--- src/rtl/alu_shift_operand_stage_if.sv ---
// Upstream bus/control handshake of the shift operand stage: start/op request,
// operand transfers on the shared bus, and status plus the Z result back.
interface alu_shift_operand_stage_if #(
  parameter int WIDTH = 32
);
  logic             start;
  logic [2:0]       op;
  logic             in_valid;
  logic [WIDTH-1:0] BusMuxOut;
  logic             busy;
  logic             done;
  logic             illegal;
  logic [WIDTH-1:0] Z;

  modport master (
    output start, op, in_valid, BusMuxOut,
    input  busy, done, illegal, Z
  );

  modport slave (
    input  start, op, in_valid, BusMuxOut,
    output busy, done, illegal, Z
  );
endinterface

--- src/rtl/alu_shift_operand_stage.sv ---
// Sequences Rb then Rc off the shared bus into the shift/rotate units, gives them
// one settle cycle, then latches the opcode-selected result into Z.
module alu_shift_operand_stage #(
  parameter int WIDTH    = 32,
  parameter int AMT_BITS = 5
) (
  input  logic                    clk,
  input  logic                    clr,
  alu_shift_operand_stage_if.slave bus,
  output logic [WIDTH-1:0]        Rb_out,
  output logic [WIDTH-1:0]        Rc_out,
  input  logic [WIDTH-1:0]        res_ror,
  input  logic [WIDTH-1:0]        res_rol,
  input  logic [WIDTH-1:0]        res_shr,
  input  logic [WIDTH-1:0]        res_shra,
  input  logic [WIDTH-1:0]        res_shl
);

  typedef enum logic [1:0] {
    IDLE  = 2'd0,
    GET_B = 2'd1,
    GET_C = 2'd2,
    EXEC  = 2'd3
  } state_t;

  state_t           r_state;
  state_t           w_next;
  logic [2:0]       r_op;
  logic [WIDTH-1:0] r_rb;
  logic [WIDTH-1:0] r_rc;
  logic [WIDTH-1:0] r_z;
  logic             r_done;
  logic             r_illegal;
  logic             w_accept;
  logic             w_ld_b;
  logic             w_ld_c;
  logic             w_exec;
  logic [WIDTH-1:0] w_result;
  logic             w_illegal;

  // Keep only the low AMT_BITS so the units never see an amount >= WIDTH.
  function automatic logic [WIDTH-1:0] reduce_amt(input logic [WIDTH-1:0] v);
    reduce_amt = {{(WIDTH-AMT_BITS){1'b0}}, v[AMT_BITS-1:0]};
  endfunction

  always_comb begin
    w_next   = r_state;
    w_accept = 1'b0;
    w_ld_b   = 1'b0;
    w_ld_c   = 1'b0;
    w_exec   = 1'b0;
    case (r_state)
      IDLE: begin
        if (bus.start) begin
          w_accept = 1'b1;
          w_next   = GET_B;
        end
      end
      GET_B: begin
        if (bus.in_valid) begin
          w_ld_b = 1'b1;
          w_next = GET_C;
        end
      end
      GET_C: begin
        if (bus.in_valid) begin
          w_ld_c = 1'b1;
          w_next = EXEC;
        end
      end
      EXEC: begin
        w_exec = 1'b1;
        w_next = IDLE;
      end
      default: w_next = IDLE;
    endcase
  end

  // Illegal opcodes pass Rb through unchanged.
  always_comb begin
    w_result  = r_rb;
    w_illegal = 1'b0;
    case (r_op)
      3'd0:    w_result = res_ror;
      3'd1:    w_result = res_rol;
      3'd2:    w_result = res_shr;
      3'd3:    w_result = res_shra;
      3'd4:    w_result = res_shl;
      default: w_illegal = 1'b1;
    endcase
  end

  always_ff @(posedge clk or posedge clr) begin
    if (clr) begin
      r_state   <= IDLE;
      r_op      <= 3'd0;
      r_rb      <= '0;
      r_rc      <= '0;
      r_z       <= '0;
      r_done    <= 1'b0;
      r_illegal <= 1'b0;
    end else begin
      r_state   <= w_next;
      r_done    <= w_exec;
      r_illegal <= w_exec & w_illegal;
      if (w_accept) r_op <= bus.op;
      if (w_ld_b)   r_rb <= bus.BusMuxOut;
      if (w_ld_c)   r_rc <= reduce_amt(bus.BusMuxOut);
      if (w_exec)   r_z  <= w_result;
    end
  end

  assign Rb_out      = r_rb;
  assign Rc_out      = r_rc;
  assign bus.Z       = r_z;
  assign bus.busy    = (r_state != IDLE);
  assign bus.done    = r_done;
  assign bus.illegal = r_illegal;

endmodule

--- src/flat_wrapper.sv ---
// flat-port wrapper written by rule: the top's interface ports become plain ports
module alu_shift_operand_stage_flat 
#(
  parameter int WIDTH    = 32,
  parameter int AMT_BITS = 5
)
  (clk, clr, Rb_out, Rc_out, res_ror, res_rol, res_shr, res_shra, res_shl, bus_start, bus_op, bus_in_valid, bus_BusMuxOut, bus_busy, bus_done, bus_illegal, bus_Z);
  alu_shift_operand_stage_if #(.WIDTH(WIDTH)) bus_i ();
  input  logic clk;
  input  logic clr;
  output logic [WIDTH-1:0] Rb_out;
  output logic [WIDTH-1:0] Rc_out;
  input  logic [WIDTH-1:0] res_ror;
  input  logic [WIDTH-1:0] res_rol;
  input  logic [WIDTH-1:0] res_shr;
  input  logic [WIDTH-1:0] res_shra;
  input  logic [WIDTH-1:0] res_shl;
  input wire logic [$bits(bus_i.start)-1:0] bus_start;
  input wire logic [$bits(bus_i.op)-1:0] bus_op;
  input wire logic [$bits(bus_i.in_valid)-1:0] bus_in_valid;
  input wire logic [$bits(bus_i.BusMuxOut)-1:0] bus_BusMuxOut;
  output wire logic [$bits(bus_i.busy)-1:0] bus_busy;
  output wire logic [$bits(bus_i.done)-1:0] bus_done;
  output wire logic [$bits(bus_i.illegal)-1:0] bus_illegal;
  output wire logic [$bits(bus_i.Z)-1:0] bus_Z;
  assign bus_i.start = bus_start;
  assign bus_i.op = bus_op;
  assign bus_i.in_valid = bus_in_valid;
  assign bus_i.BusMuxOut = bus_BusMuxOut;
  assign bus_busy = bus_i.busy;
  assign bus_done = bus_i.done;
  assign bus_illegal = bus_i.illegal;
  assign bus_Z = bus_i.Z;
  alu_shift_operand_stage #(.WIDTH(WIDTH), .AMT_BITS(AMT_BITS)) u_core (.clk(clk), .clr(clr), .bus(bus_i), .Rb_out(Rb_out), .Rc_out(Rc_out), .res_ror(res_ror), .res_rol(res_rol), .res_shr(res_shr), .res_shra(res_shra), .res_shl(res_shl));
endmodule
--- config.mk ---
export PLATFORM = sky130hd
export DESIGN_NAME = alu_shift_operand_stage_flat
export DESIGN_NICKNAME = d
export VERILOG_FILES = /design/src/rtl/alu_shift_operand_stage_if.sv /design/src/rtl/alu_shift_operand_stage.sv /design/src/flat_wrapper.sv
export SDC_FILE = /design/constraint.sdc
export NUM_CORES = 1
export LEC_CHECK = 0
export CORE_UTILIZATION = 31
export DETAILED_ROUTE_END_ITERATION = 7
export GPL_TIMING_DRIVEN = 0
export PLACE_DENSITY = 0.7
export REMOVE_ABC_BUFFERS = 1
export SLEW_MARGIN = 20
export SYNTH_ARGS = -nofsm -noshare
export SYNTH_HDL_FRONTEND = slang
export SYNTH_SLANG_ARGS = --single-unit
export TNS_END_PERCENT = 5
--- constraint.sdc ---
create_clock -name clk -period 2.75 [get_ports clk]
set_clock_uncertainty 0.05 [all_clocks]
set_input_delay 0.55 -clock clk [delete_from_list [all_inputs] [get_ports clk]]
set_output_delay 0.55 -clock clk [all_outputs]
set_load 0.02 [all_outputs]
**Yosys cells after proc, flatten, opt, wreduce, memory -nomap -nowiden**

Index checks and enable logic that the tools add are counted.
Widths: inputs -> output; s select.

- Register bits: 76
- Latch bits: 0
- Memory bits (writable): 0
- ROM bits: 0
- Bits of input ports: 199
- Output and inout bits: 99
- Word-level logic and storage cells: 35
- Memories kept: 0

- $add $sub $neg: 0
- $mul: 0
- Div/mod/pow operators: 0
- Order comparisons: 0
- Eq/ne operators: 10
- Shift operators: 0
- Multiplexer cells: 12
- Bitwise gates (word level): 1
- Reduce and logical (&&, ||, !) cells: 5

Operators with widths:

| kind | number |
|---|---|
| $pmux 32 s5 | 1 |
| $pmux 2 s4 | 1 |
| $mux 1 | 7 |
| $eq 3x2->1 const B | 2 |
| $mux 2 | 3 |
| $ne 2x2->1 const B | 3 |
| $reduce_or 5->1 | 1 |
| $eq 2x2->1 const B | 2 |
| $eq 3x1->1 const B | 1 |
| $eq 3x3->1 const B | 1 |
| $logic_not 3->1 | 1 |
| $reduce_and 3->1 | 1 |
| $eq 2x1->1 const B | 1 |
| $logic_not 2->1 | 1 |
| $reduce_bool 2->1 | 1 |
| $and 1x1->1 | 1 |

**Longest topological paths before layout**

Gate-level depths: netlist of the first run.

- Depth in word-level cells: 4
- Mapped depth: 8
- Gate-level depth less buffers: 5

**Worst setup path before layout of the first run**

No wires, ideal clock.

- Kind: register to register
- Start point: register u_core.r_state[0]
- End point: register u_core.r_z[9] (netlist: u_core.bus.Z[9])
- Library setup time: 123 ps
- Arrival time: 1431 ps
- Data required time: 2577 ps
- Slack: 1146 ps
- Cell stages (with the launch flop): 6
- Buffers on the path: 2
- Clock period less this slack: 1604 ps
- Cell sequence: dfrtp_1 -> ha_1 -> clkbuf_1 -> clkbuf_1 -> o221ai_1 -> o221a_2

- Cells in the longest elaborated chain, start to end: 2

Ends and longest elaborated chain:

| item | line | source |
|---|---|---|
| start, declared | alu_shift_operand_stage.sv:26 | `state_t r_state;` |
| start signal, assigned | alu_shift_operand_stage.sv:103 | `r_state <= w_next;` |
| $eq 2x2->1 | alu_shift_operand_stage.sv:52 | `case (r_state)` |
| $mux 1 | alu_shift_operand_stage.sv:52 |  |
| named net u_core.w_exec | alu_shift_operand_stage.sv:37 | `logic w_exec;` |
| end signal, assigned | alu_shift_operand_stage.sv:109 | `if (w_exec) r_z <= w_result;` |
| end, declared | alu_shift_operand_stage.sv:31 | `logic [WIDTH-1:0] r_z;` |

The timed path passes the listed nets, and every way through them passes these cells.
A chain may end at the register's enable or synchronous reset.

**Worst setup path after layout of the first run**

- Start point: register u_core.r_state[0]
- End point: output bus_busy

- Cells in the longest elaborated chain, start to end: 1

Ends and longest elaborated chain:

| item | line | source |
|---|---|---|
| $reduce_bool 2->1 | alu_shift_operand_stage.sv:116 | `assign bus.busy = (r_state != IDLE);` |
| end, declared | flat_wrapper.sv:22 | `output wire logic [$bits(bus_i.busy)-1:0] bus_busy;` |

No other way between the ends.

==> results of run 1 <==
worst max-delay path: stages, from the launching register on:
cell and delay (ns):
dfrtp_1 0.44, inv_1 0.09, ha_1 0.24, inv_1 0.09
clkdlybuf4s50_1 0.62
through the flow:
stage	power, W	setup TNS (ns)	worst slack (ns)	util [%]
final	0.008653	0	0.3403	52.92
after global routing	0.009175	0	0.2047	52.92
after CTS	0.008740	0	0.3029	52.92
after detailed placement	0.007375	0	0.3056	50.66
after global placement	0.007232	-142.94	-2.069	49.71
after floorplan	0.005071	-5.378	-0.3829	-
worst max path at each step:
stage                      startpoint                to  slack, ns  cells past startpoint
global route           u_core.r_op[0]  u_core.bus.Z[12]       0.20                      4
CTS                    u_core.r_op[1]  u_core.bus.Z[16]       0.30                      5
global placement       u_core.r_op[2]  u_core.bus.Z[15]      -2.07                      4
detailed placement     u_core.r_op[1]  u_core.bus.Z[16]       0.31                      5
finish              u_core.r_state[0]          bus_busy       0.34                      4
floorplan              u_core.r_op[2]  u_core.bus.Z[10]      -0.38                      4
routing by layer:
metal	part of all wire (%)	up-vias	wire length, um	GRT usage, %
met1	38	2096	6066	22.35
met3	8.2	27	1293	5.563
met2	51	229	8126	37.96
met5	0	-	0	0
met4	2.2	0	345	7.604
li1	-	2103	-	-
Yosys cell counts (10+ instances only):
cell	n
dfrtp_1	76
mux2_2	56
nand2_1	31
o22ai_1	31
buf_4	29
inv_1	23
a21oi_1	22
buf_2	18
o221ai_1	17
nor2b_1	13
a211oi_1	10
mux2_4	10
o221a_2	10
o22a_1	10
power by group through the flow:
stage	Combinational, W	Clock (W)	Sequential, W
floorplan	0.00208	0	0.00299
global placement	0.00467	0	0.00256
detailed placement	0.00496	0	0.00241
CTS	0.00498	0.00136	0.00240
global route	0.00527	0.00141	0.00249
finish	0.00492	0.00133	0.00241
registers in the layout (all words and copies together), names as in the netlist:
register            count
u_core.r_state          2
u_core.bus.Z           32
u_core.bus.done         1
u_core.Rb_out          32
u_core.Rc_out           5
u_core.bus.illegal      1
u_core.r_op             3
final cells by class:
type / count / area share (%)
repair buffers: 275 / 36.16
multi-input cells: 308 / 30.90
flip-flops and latches: 76 / 24.56
clock buffers: 11 / 2.992
well taps: 184 / 2.960
clock inverters: 5 / 1.287
inverters: 23 / 1.142
logic make-up (layout without fill, tap and decap cells):
| group | after synthesis | in the layout | share of synthesized area [%] |
|---|---|---|---|
| simple gates | 59 | 59 | 6.363 |
| buf+inv | 88 | 314 | 11.21 |
| other cells | 1 | 27 | 0.07946 |
| compound gates | 142 | 142 | 22.30 |
| fa+ha+maj | 4 | 4 | 1.060 |
| mux | 76 | 76 | 18.69 |
| flops | 76 | 76 | 40.30 |
==> impl_metrics.py, run 1 <==
metrics = {
    "setup_path": {
        "reg2reg_to": "u_core.bus.Z[16]",
        "start_kind": "flip-flop",
        "worstSetupPathType": "reg2out",
        "cp_max_fo": 4,
        "reg2reg_setup_slack_ns": 0.36,
        "r2r_cells": 5,
        "cp_data_required_time_ns": 2.15,
        "arrival_ns": 1.81,
        "cp-end-kind": "output port",
        "reg2reg_from": "u_core.r_op[1]",
    },
    "grt": {
        "grt_pass1_wl_um": 25270,
        "grt_max_degree": 67,
        "grt-ovfl-total": 0,
        "grt_pass1_vias": 4837,
        "grtUsageTotal_pct": 20.54,
        "antenna_found_initial": 0,
    },
    "route": {
        "drc": 23,
        "drtAntennaViolNets": 0,
        "vias_per_cell": 5.051,
        "first_iter_violations": 183,
        "drt_first_pass_iters": 7,
        "vias": 4455,
        "wl_um": 15830,
        "post_drt_wl_per_cell_um": 17.95,
    },
    "outcome": {
        "violations": "design-rule violations",
        "status": "complete, but fails checks",
    },
    "yosys": {
        "synth_edf_count": 0,
        "ys.flop_type": "dfrtp_1",
        "syn_avg_cell_area_sq_um": 10.58,
        "ys_ff_latch": 76,
        "syn_inst": 446,
        "synth_seq_area_share_pct": 40.30,
        "synth_cell_types": 39,
        "synthTopCellsByArea": "dfrtp_1, mux2_2, buf_4, o22ai_1, mux2_4",
        "yosysTopAreaCell": "dfrtp_1",
        "synth_top_area_share_pct": 40.30,
        "synth_area_sq_um": 4720,
        "synth_warnings": 0,
        "async_flop_share_pct": 100.0,
    },
    "clock_tree": {
        "cts_max_path_buffers": 2,
        "cts_root_buffer": "clkbuf_16",
        "clk_pin_slew_ns": 0.06,
        "hold_buffers": 0,
        "cts_buffers": 9,
        "post_cts_buffers": 0,
        "cts_max_level": 3,
        "clock_sinks": 76,
        "clock_latency_ns": 0.33,
        "post_cts_resized": 0,
        "cts_tree": "done",
    },
    "pwr": {
        "ir_drop_uv": 666.4,
        "clock_power_share_pct": 15.3,
        "p_int_w": 0.005114,
        "p_leak_nw": 3.124,
        "seqPwrFrac_pct": 27.8,
        "power.net_switching_w": 0.003538,
        "comb_power_share_pct": 56.9,
        "power_density_nw_per_um2": 1112,
        "swShare_pct": 40.89,
    },
    "timing": {
        "fin_crit_ns": 2.410,
        "clock.fmax_mhz": 415.0,
        "setup_viol": 0,
        "holdWs_ns": 0.4673,
        "min_period_over_period_pct": 87.63,
        "rsz0062_at_grt": "false",
        "relSlewSlack_pct": 42.30,
        "slew_violations": 0,
        "hold_viol": 0,
        "worst_slew_pin_slew_ns": 0.8624,
    },
    "floorplan": {
        "die_h_um": 125.4,
        "coreArea_sq_um": 14700,
        "die_area_sq_um": 15720,
        "rows": 44,
        "start_util_pct": 32.11,
        "io_pins": 298,
        "die_w_um": 125.4,
    },
    "final_layout": {
        "antenna_cells": 0,
        "seqCellArea_sq_um": 1911,
        "fin_nets": 896,
        "drive_gt1_share_pct": 15.33,
        "instances_no_fill": 882,
        "fin_area_sq_um": 7779,
        "nFillCells": 1341,
        "syn_to_final_growth_pct": 64.82,
        "final_common_cell": "clkdlybuf4s50_1",
        "final_cell_mix": "clkdlybuf4s50_1, dfrtp_1, mux2_2",
        "multi_input_area_sq_um": 2404,
    },
    "job": {
        "max_cap_viol_count": 0,
    },
    "worst_hold_path": {
        "worstHoldPathType": "reg2reg",
        "min_from": "u_core.Rc_out[0]",
        "holdPathStages": 1,
        "worstHoldEndpoint": "u_core.Rc_out[0]",
    },
    "place": {
        "post-dp-hpwl_um": 11800,
        "placed_area_sq_um": 7446,
        "dp_cells": 866,
        "portBuffers": 270,
        "gp_congestion": 0.7625,
    },
}
Power figures use the tool's default switching activity.
==> run 2, diff against run 1 <==
--- a/config.mk
+++ b/config.mk
@@ -5,10 +5,10 @@
 export SDC_FILE = /design/constraint.sdc
 export NUM_CORES = 1
 export LEC_CHECK = 0
-export CORE_UTILIZATION = 31
+export CORE_UTILIZATION = 37
 export DETAILED_ROUTE_END_ITERATION = 7
 export GPL_TIMING_DRIVEN = 0
-export PLACE_DENSITY = 0.7
+export PLACE_DENSITY = 0.81
 export REMOVE_ABC_BUFFERS = 1
 export SLEW_MARGIN = 20
 export SYNTH_ARGS = -nofsm -noshare
==> run 2 against run 1 <==
  * The run now ends clean
  * Sequential share of layout area about the same
  * Power grew 0.28%
  * Fmax shrank 2.3%
  * Register-to-register slack got worse by 0.08 ns
  * Worst setup slack lost 0.056 ns
  * Final cell count shrank 1.5%
  * Critical path type is now reg2reg
  * Highest routed layer unchanged
==> impl_metrics.py, run 2 (synthesis results as in run 1) <==
metrics = {
    "outcome": {
        "status": "complete, no violations",
    },
    "clock_tree": {
        "clock_sinks": 76,
        "clock_latency_ns": 0.33,
        "cts_max_path_buffers": 2,
        "cts_root_buffer": "clkbuf_16",
        "post_cts_buffers": 0,
        "hold_buffers": 0,
        "cts_max_level": 3,
        "post_cts_resized": 0,
        "clk_pin_slew_ns": 0.06,
        "cts_tree": "done",
        "cts_buffers": 9,
    },
    "setup_path": {
        "start_kind": "flip-flop",
        "path_cells": "buf_12, or2_1, nand3_4, o221a_2",
        "cp-end-kind": "flip-flop",
        "cp_slowest_cell": "dfrtp_2",
        "cp_max_fo": 33,
        "worstSetupPathType": "reg2reg",
        "reg2reg_from": "u_core.r_op[0]",
        "max_stage_delay_ns": 0.81,
        "cp_data_required_time_ns": 2.92,
        "crit_path_start": "u_core.r_op[0]",
        "r2r_cells": 4,
        "arrival_ns": 2.63,
        "reg2reg_setup_slack_ns": 0.28,
        "reg2reg_to": "u_core.bus.Z[21]",
    },
    "final_layout": {
        "final_common_cell": "clkdlybuf4s50_1",
        "finalCoreUtilization_pct": 63.66,
        "drive_gt1_share_pct": 15.74,
        "final_cell_mix": "clkdlybuf4s50_1, dfrtp_1, mux2_2",
        "syn_to_final_growth_pct": 64.71,
        "fin_nets": 897,
        "fin_area_sq_um": 7774,
    },
    "grt": {
        "grt_pass1_vias": 4788,
        "grt_max_degree": 67,
        "grtUsageTotal_pct": 25.17,
        "grt_pass1_wl_um": 25090,
        "grt-ovfl-total": 0,
        "antenna_found_initial": 2,
    },
    "worst_hold_path": {
        "worstHoldPathType": "reg2reg",
        "worstHoldEndpoint": "u_core.Rc_out[1]",
        "holdPathStages": 1,
        "min_from": "u_core.Rc_out[1]",
    },
    "timing": {
        "fin_crit_ns": 2.466,
        "slew_violations": 0,
        "hold_viol": 0,
        "relSlewSlack_pct": 48.75,
        "min_period_over_period_pct": 89.66,
        "worst_slack_ns": 0.2842,
        "clock.fmax_mhz": 405.6,
        "tns_ns": 0,
        "setup_viol": 0,
        "rsz0062_at_grt": "false",
        "worst_slew_pin_slew_ns": 0.7687,
    },
    "place": {
        "gp_congestion": 0.7965,
        "portBuffers": 270,
        "post-dp-hpwl_um": 12290,
        "placed_area_sq_um": 7432,
        "dpl_worst_slack_ns": 0.2966,
    },
    "job": {
        "max_cap_viol_count": 0,
    },
    "floorplan": {
        "io_pins": 298,
        "start_util_pct": 38.65,
        "die_area_sq_um": 13210,
        "die_w_um": 114.9,
        "coreArea_sq_um": 12210,
        "rows": 40,
        "die_h_um": 114.9,
    },
    "route": {
        "first_iter_violations": 257,
        "vias": 4621,
        "post_drt_wl_per_cell_um": 18.86,
        "wl_um": 16390,
        "drt_first_pass_iters": 4,
        "drtAntennaViolNets": 0,
        "drc": 0,
        "vias_per_cell": 5.318,
    },
    "pwr": {
        "p_total_w": 0.008677,
        "power_density_nw_per_um2": 1116,
        "ir_drop_uv": 961.9,
        "p_leak_nw": 3.123,
    },
}
-- run 2: changes by cell type in the layout (fill, tap and decap cells not counted), sizes merged --
cell      change
clkinvlp      +2
diode         +2
buf           +1
bufinv        -1
clkinv        -1
-- run 2: where the power goes --
part	switching [W]	internal (W)	total (W)
Combinational	0.00250	0.00253	0.00503
Clock	0.000476	0.000846	0.00132
Sequential	0.000617	0.00171	0.00233
Total	0.00359	0.00508	0.00868
-- run 2: worst max-delay path: cells and delay by family, from the launching register on --
kind                   cells  cell delay, ns
AOI/OAI and AO/OA          1            0.40
and+or+nand+nor            2            0.79
buffers and inverters      1            0.27
DFF                        1            0.81
-- run 2: worst max path at each step --
| stage | cells after the start | to |
|---|---|---|
| 3_3_place_gp | 4 | u_core.bus.Z[10] |
| 6_report | 4 | u_core.bus.Z[21] |
| 3_5_place_dp | 4 | u_core.bus.Z[21] |
| 4_1_cts | 4 | u_core.bus.Z[21] |
| 5_1_grt | 5 | u_core.bus.Z[20] |
| 2_1_floorplan | 4 | u_core.bus.Z[10] |
-- run 2: per-layer routing --
| metal | vias to the layer above | routed length, um | share of wire (%) | GRT usage (%) |
|---|---|---|---|---|
| met3 | 32 | 1373 | 8.4 | 7.327 |
| met2 | 239 | 8405 | 51 | 44.90 |
| li1 | 2110 | - | - | - |
| met4 | 0 | 367 | 2.2 | 11.77 |
| met1 | 2240 | 6244 | 38 | 27.48 |
| met5 | - | 0 | 0 | 0 |
-- run 2: layout make-up --
cell class              count  area [sq um]
inverters                  23         88.84
repair buffers            276          2821
flip-flops and latches     76          1908
fillers                  1015          4438
multi-input cells         308          2404
clock inverters             5         83.83
well taps                 168         210.2
diodes                      2         5.005
clock buffers              11         252.7
-- run 2: stage by stage --
stage	instances	hold slack, ns
6_report	869	0.4663
5_1_grt	868	0.4883
4_1_cts	867	0.4671
3_5_place_dp	851	0.4485
3_3_place_gp	845	0.4407
2_1_floorplan	407	0.4779
